[src/rtl/vprobe_avg_pkg.sv]
// Shared definitions for the voltage-probe capture path: FSM states and the
// accumulator width rule, also used by the port-excitation generator.
package vprobe_avg_pkg;

  typedef enum logic [1:0] {
    IDLE = 2'd0,
    ACC  = 2'd1,
    HOLD = 2'd2
  } state_t;

  // N samples of DATA_W bits sum into DATA_W + log2(N) bits without overflow.
  function automatic int acc_w(input int data_w, input int log2_n);
    return data_w + log2_n;
  endfunction

endpackage

[src/rtl/vprobe_acc.sv]
// Signed sample accumulator with synchronous clear and add-enable. It also
// provides the floored mean of the sum that includes the sample being added.
module vprobe_acc
  import vprobe_avg_pkg::*;
#(
  parameter int DATA_W = 12,
  parameter int LOG2_N = 4
) (
  input  logic              clk,
  input  logic              rst_n,
  input  logic              clr,
  input  logic              add_en,
  input  logic [DATA_W-1:0] smp_data,
  output logic [DATA_W-1:0] mean_nxt
);

  localparam int ACC_W = acc_w(DATA_W, LOG2_N);

  logic signed [DATA_W-1:0] smp_s;
  logic signed [ACC_W-1:0]  sum_nxt;
  logic signed [ACC_W-1:0]  acc_p0;

  // Arithmetic shift floors toward minus infinity, which is the intended mean.
  function automatic logic signed [DATA_W-1:0] floor_mean(input logic signed [ACC_W-1:0] sum);
    logic signed [ACC_W-1:0] shifted;
    shifted = sum >>> LOG2_N;
    return shifted[DATA_W-1:0];
  endfunction

  assign smp_s    = signed'(smp_data);
  assign sum_nxt  = acc_p0 + ACC_W'(smp_s);
  assign mean_nxt = floor_mean(sum_nxt);

  // p0: running sum
  always_ff @(posedge clk or negedge rst_n) begin
    if (!rst_n) begin
      acc_p0 <= '0;
    end else if (clr) begin
      acc_p0 <= '0;
    end else if (add_en) begin
      acc_p0 <= sum_nxt;
    end
  end

endmodule

[src/rtl/vprobe_avg.sv]
// Probe capture top: averages 2^LOG2_N signed samples per start request and
// hands the mean to the host over a valid/ready handshake.
module vprobe_avg
  import vprobe_avg_pkg::*;
#(
  parameter int DATA_W = 12,
  parameter int LOG2_N = 4
) (
  input  logic              clk,
  input  logic              rst_n,
  input  logic              start,
  input  logic              smp_valid,
  input  logic [DATA_W-1:0] smp_data,
  output logic              res_valid,
  input  logic              res_ready,
  output logic [DATA_W-1:0] res_data,
  output logic              busy,
  output logic              overrun
);

  // One extra bit keeps the counter well-formed when LOG2_N is 0.
  localparam int               CNT_W    = LOG2_N + 1;
  localparam logic [CNT_W-1:0] LAST_CNT = CNT_W'((1 << LOG2_N) - 1);

  state_t            state_p0;
  state_t            state_nxt;
  logic [CNT_W-1:0]  cnt_p0;
  logic              acc_clr;
  logic              acc_add;
  logic              last_smp;
  logic [DATA_W-1:0] mean_nxt;

  assign acc_clr  = (state_p0 == IDLE) && start;
  assign acc_add  = (state_p0 == ACC) && smp_valid;
  assign last_smp = acc_add && (cnt_p0 == LAST_CNT);

  vprobe_acc #(
    .DATA_W (DATA_W),
    .LOG2_N (LOG2_N)
  ) u_acc (
    .clk      (clk),
    .rst_n    (rst_n),
    .clr      (acc_clr),
    .add_en   (acc_add),
    .smp_data (smp_data),
    .mean_nxt (mean_nxt)
  );

  // p0: control state
  always_ff @(posedge clk or negedge rst_n) begin
    if (!rst_n) begin
      state_p0 <= IDLE;
    end else begin
      state_p0 <= state_nxt;
    end
  end

  always_comb begin
    state_nxt = state_p0;
    case (state_p0)
      IDLE:    if (start)     state_nxt = ACC;
      ACC:     if (last_smp)  state_nxt = HOLD;
      HOLD:    if (res_ready) state_nxt = IDLE;
      default:                state_nxt = IDLE;
    endcase
  end

  always_comb begin
    busy      = (state_p0 != IDLE);
    res_valid = (state_p0 == HOLD);
  end

  always_ff @(posedge clk or negedge rst_n) begin
    if (!rst_n) begin
      cnt_p0 <= '0;
    end else if (acc_clr) begin
      cnt_p0 <= '0;
    end else if (acc_add) begin
      cnt_p0 <= cnt_p0 + CNT_W'(1);
    end
  end

  // p1: result register, loaded with the mean that includes the final sample
  always_ff @(posedge clk or negedge rst_n) begin
    if (!rst_n) begin
      res_data <= '0;
    end else if (last_smp) begin
      res_data <= mean_nxt;
    end
  end

  always_ff @(posedge clk or negedge rst_n) begin
    if (!rst_n) begin
      overrun <= 1'b0;
    end else if (acc_clr) begin
      overrun <= 1'b0;
    end else if ((state_p0 == HOLD) && smp_valid) begin
      overrun <= 1'b1;
    end
  end

endmodule

[config.mk]
export PLATFORM = sky130hd
export DESIGN_NAME = vprobe_avg
export DESIGN_NICKNAME = d
export VERILOG_FILES = /design/src/rtl/vprobe_avg_pkg.sv /design/src/rtl/vprobe_acc.sv /design/src/rtl/vprobe_avg.sv
export SDC_FILE = /design/constraint.sdc
export NUM_CORES = 1
export LEC_CHECK = 0
export CORE_ASPECT_RATIO = 1.5
export CORE_MARGIN = 4
export CORE_UTILIZATION = 60
export CTS_CLUSTER_DIAMETER = 60
export DETAILED_ROUTE_END_ITERATION = 8
export PLACE_DENSITY = 0.86
export SKIP_CTS_REPAIR_TIMING = 1
export SLEW_MARGIN = 20
export SYNTH_ARGS = -nofsm -noshare
export SYNTH_HDL_FRONTEND = slang
export SYNTH_HIERARCHICAL = 1
export SYNTH_SLANG_ARGS = --single-unit
[constraint.sdc]
create_clock -name clk -period 3.7 [get_ports clk]
set_clock_uncertainty 0.15 [all_clocks]
set_input_delay 0.925 -clock clk [delete_from_list [all_inputs] [get_ports clk]]
set_output_delay 0.925 -clock clk [all_outputs]
set_load 0.05 [all_outputs]
==> results by stage, run 1 <==
Timing:
- Of the available clock period, the critical path in the final layout requires 89.6%.
- Headroom to the max-slew limit came out at 65.9%.
- The minimum period implied by the final worst setup slack is 3.31 ns.
- The maximum clock frequency is 302 MHz.
- Setup total negative slack on the finished layout was measured at 0 ns.
- Setup violations remaining at the end of the flow were counted as 0.
- The transition time at the pin with the least slew margin is 0.510 ns.
- The number of hold violations in the final report was 0.
- Setup repair after global routing left no endpoint under its margin.
- The post-route worst hold slack is 0.355 ns.
- The max-slew violation total from the final report is 0.

Yosys:
- Yosys attributes the largest share of cell area to dfrtp_1 (37%), ha_1 (8.7%), mux2_4 (5.5%).
- Among all cell types in the netlist, the one instantiated most often is dfrtp_1.
- Yosys printed 6 warnings.
- In the synthesized netlist the async set-or-reset flop fraction comes to 100%.
- The total nets after synthesis is 276.
- The top cell type by area accounts for 36.8% of the synthesized area.
- Yosys mapped the design onto 55 distinct sky130hd cell types.
- The combinational family with the most area after synthesis is simple AND/OR/NAND/NOR gates.
- The cell type contributing the most total cell area after synthesis is dfrtp_1.
- Of the total synthesized cell area, the portion taken by XOR and XNOR cells is 5.02%.
- The mapped netlist covers 2440 um^2.
- The post-synthesis instance total is 241.
- The most used flip-flop cell after synthesis is dfrtp_1.
- The synthesized area per cell is 10.1 um^2.
- The sequential-to-total area share from yosys stat is 36.8%.
- The adder-cell share of the synthesized area is 9.52%.
- Counting instances in the post-synthesis netlist gives the leading cell types as dfrtp_1 (36), nor2_1 (27), ha_1 (17), a21oi_1 (13), nand2_1 (13).
- Multiplexer cells account for 10.2% of the synthesized area.
- Yosys mapped a number of flops with a built-in enable equal to 0.
- Of the total synthesized cell area, the portion taken by AND, OR, NAND and NOR gates is 18.2%.
- Summing the areas of all compound-gate instances in the mapped netlist gives 15.2% of the synthesized area.
- The synthesized design contains 36 register bits.

Detailed routing:
- In this run the remaining antenna-violating nets after routing total 0.
- The total wire length after detailed routing is 5.07 mm.
- The DRC violations left is 0.
- Dividing the detail-routed via count by the number of cells gives 5.89.
- The routed length per placed instance is 15.8 um.
- The via total after detailed routing is 1884.
- The iteration count of the initial detailed-routing pass is 4.
- The number of violations reported at the end of detailed-routing iteration 0 is 94.

CTS:
- The number of buffers between clock root and the deepest sink is 2.
- The clock transition at the registers of the reported paths is 0.07 ns.
- TritonCTS built the clock tree.
- The later-pin clock latency in the skew report is 0.29 ns.
- The H-tree was split into 2 levels.
- In this run the clock root is driven by a clkbuf_8.
- Clock tree synthesis found a total of 36 sinks.
- Counting the buffers created by CTS gives 5.

Global route:
- The first global-routing pass estimated 8.49 mm of wire.
- The total routing usage reported by global routing is 21.7%.
- The pin count of the biggest net entering global routing is 37.
- The number of antenna violations at the first check in global routing is 0.
- The via count of the first global-routing pass was 1861.
- The total global routing overflow is 0.

Floorplanning:
- The total area inside the core boundary comes to 3960 um^2.
- The die span in x is 60.1 um.
- In this run the core area contains 28 standard-cell rows.
- The count of boundary I/O pins is 32.
- The die area is 5180 um^2.
- The initial cell density of the core is 61.8%.
- The floorplan step set the die height to 86.2 um.

Run:
- Max-cap violations in this run came to 0.

Pwr:
- The maximum vdd ir drop is 0.598 mV.
- In this run the power density over the cells is 889 nW/um^2.
- The analysis attributes to cell leakage a power of 1.40 nW.

Final layout:
- The area growth from synthesis to final layout is 17.1%.
- The share of cells above drive strength 1 is 13.5%.
- The net count of the finished layout is 309.
- Summing all non-filler instances in the final layout gives an area of 2860 um^2.
- 0 antenna diodes ended up in the layout.

Min path:
- The worst hold path belongs to the class flop to flop.

Setup path:
- Data on the critical path is required at its endpoint by 3.73 ns.
- Along the worst path, the maximum fanout reaches 3.
- The arrival time reported for the critical path endpoint is 3.35 ns.
- The worst setup path is of the primary input to flop kind.
- The type of origin of the critical path is a primary input.
- STA classifies the critical path endpoint as a flop.

Status:
- The run finished with clean final reports.

Placed design:
- The number of I/O port buffers is 31.
- The placement-stage cell area is 2770 um^2.
- The final estimated routing congestion in global placement is 0.929.
- Once detailed placement completed, the half-perimeter wirelength came to 3.80 mm.
==> worst paths after layout <==
path | cells after the start | from | slack (ns) | endpoint
setup reg to reg | 9 | u_acc/acc_p0[0] | 1.13 | u_acc/acc_p0[14]
max in group asynchronous | 2 | rst_n | 2.17 | u_acc/acc_p0[15]
hold reg to reg | 1 | res_data[8] | 0.36 | res_data[8]
setup / recovery | 10 | smp_data[0] | 0.39 | u_acc/acc_p0[14]
hold / removal | 1 | res_data[8] | 0.36 | res_data[8]
min in group asynchronous | 2 | rst_n | 0.91 | res_data[6]
==> metal layers <==
metal	routed length [um]	GRT usage, %	vias up
li1	-	-	927
met1	2080	24.9	913
met2	2740	38.5	34
met3	156	4.17	10
met4	94	8.47	0
met5	0	0	-
==> power breakdown <==
group          internal [mW]  switching, mW  total, mW  leakage, nW
Sequential             0.576          0.110      0.686        0.456
Clock                  0.151          0.140      0.291       0.0445
Combinational          0.664          0.904       1.57        0.901
==> through the flow <==
| step | power [mW] | setup slack [ns] | instances | util (%) |
|---|---|---|---|---|
| after global placement | 2.21 | 0.142 | 312 | 69.9 |
| after global routing | 2.74 | 0.262 | 320 | 72.3 |
| after CTS | 2.56 | 0.392 | 320 | 72.3 |
| after floorplan | 1.90 | 0.827 | 241 | - |
| after detailed placement | 2.25 | 0.0892 | 312 | 69.9 |
| final | 2.55 | 0.385 | 320 | 72.3 |
==> cell usage in the layout, fill, tap and decap left out, drive strengths merged, types with 9 or more instances in the layout <==
master         count
dfrtp             36
clkdlybuf4s50     31
nor2              27
ha                17
nand2             15
a21oi             14
mux2              13
inv               11
xnor2             10
o21ai              9
==> final cells by class <==
type | instances | area, um^2
inverter | 11 | 41.3
sequential | 36 | 901
timing repair buffer | 36 | 348
tap | 45 | 56.3
clock inverter | 1 | 7.51
multi-input combinational | 184 | 1420
clock buffer | 7 | 86.3
fill | 322 | 1100
==> kinds of logic (layout without fill, tap and decap cells) <==
logic type / Yosys count / count (layout)
fa+ha+maj: 18 / 18
compound gates: 53 / 53
flops: 36 / 36
simple gates: 79 / 79
mux: 20 / 20
buf+inv: 21 / 55
xor+xnor: 14 / 14
==> state kept, by name, indices dropped and copies added (netlist names) <==
register      count
cnt_p0            5
overrun           1
res_data         12
u_acc/acc_p0     16
state_p0          2
==> critical path: stages <==
cell	delay [ns]
clkdlybuf4s50_1	0.46
ha_1	0.17
inv_1	0.06
fa_1	0.40
nor2b_1	0.18
o31ai_1	0.12
a21oi_1	0.40
a221oi_2	0.15
and4b_1	0.22
a211o_1	0.26
No activity file was read; power rests on OpenSTA's default activity.
==> inputs of run 2 (changes only) <==
Settings changed: SLEW_MARGIN 20 to unset.
==> results of run 2 <==
Final layout, timing and power as in run 1 (identical DEF).
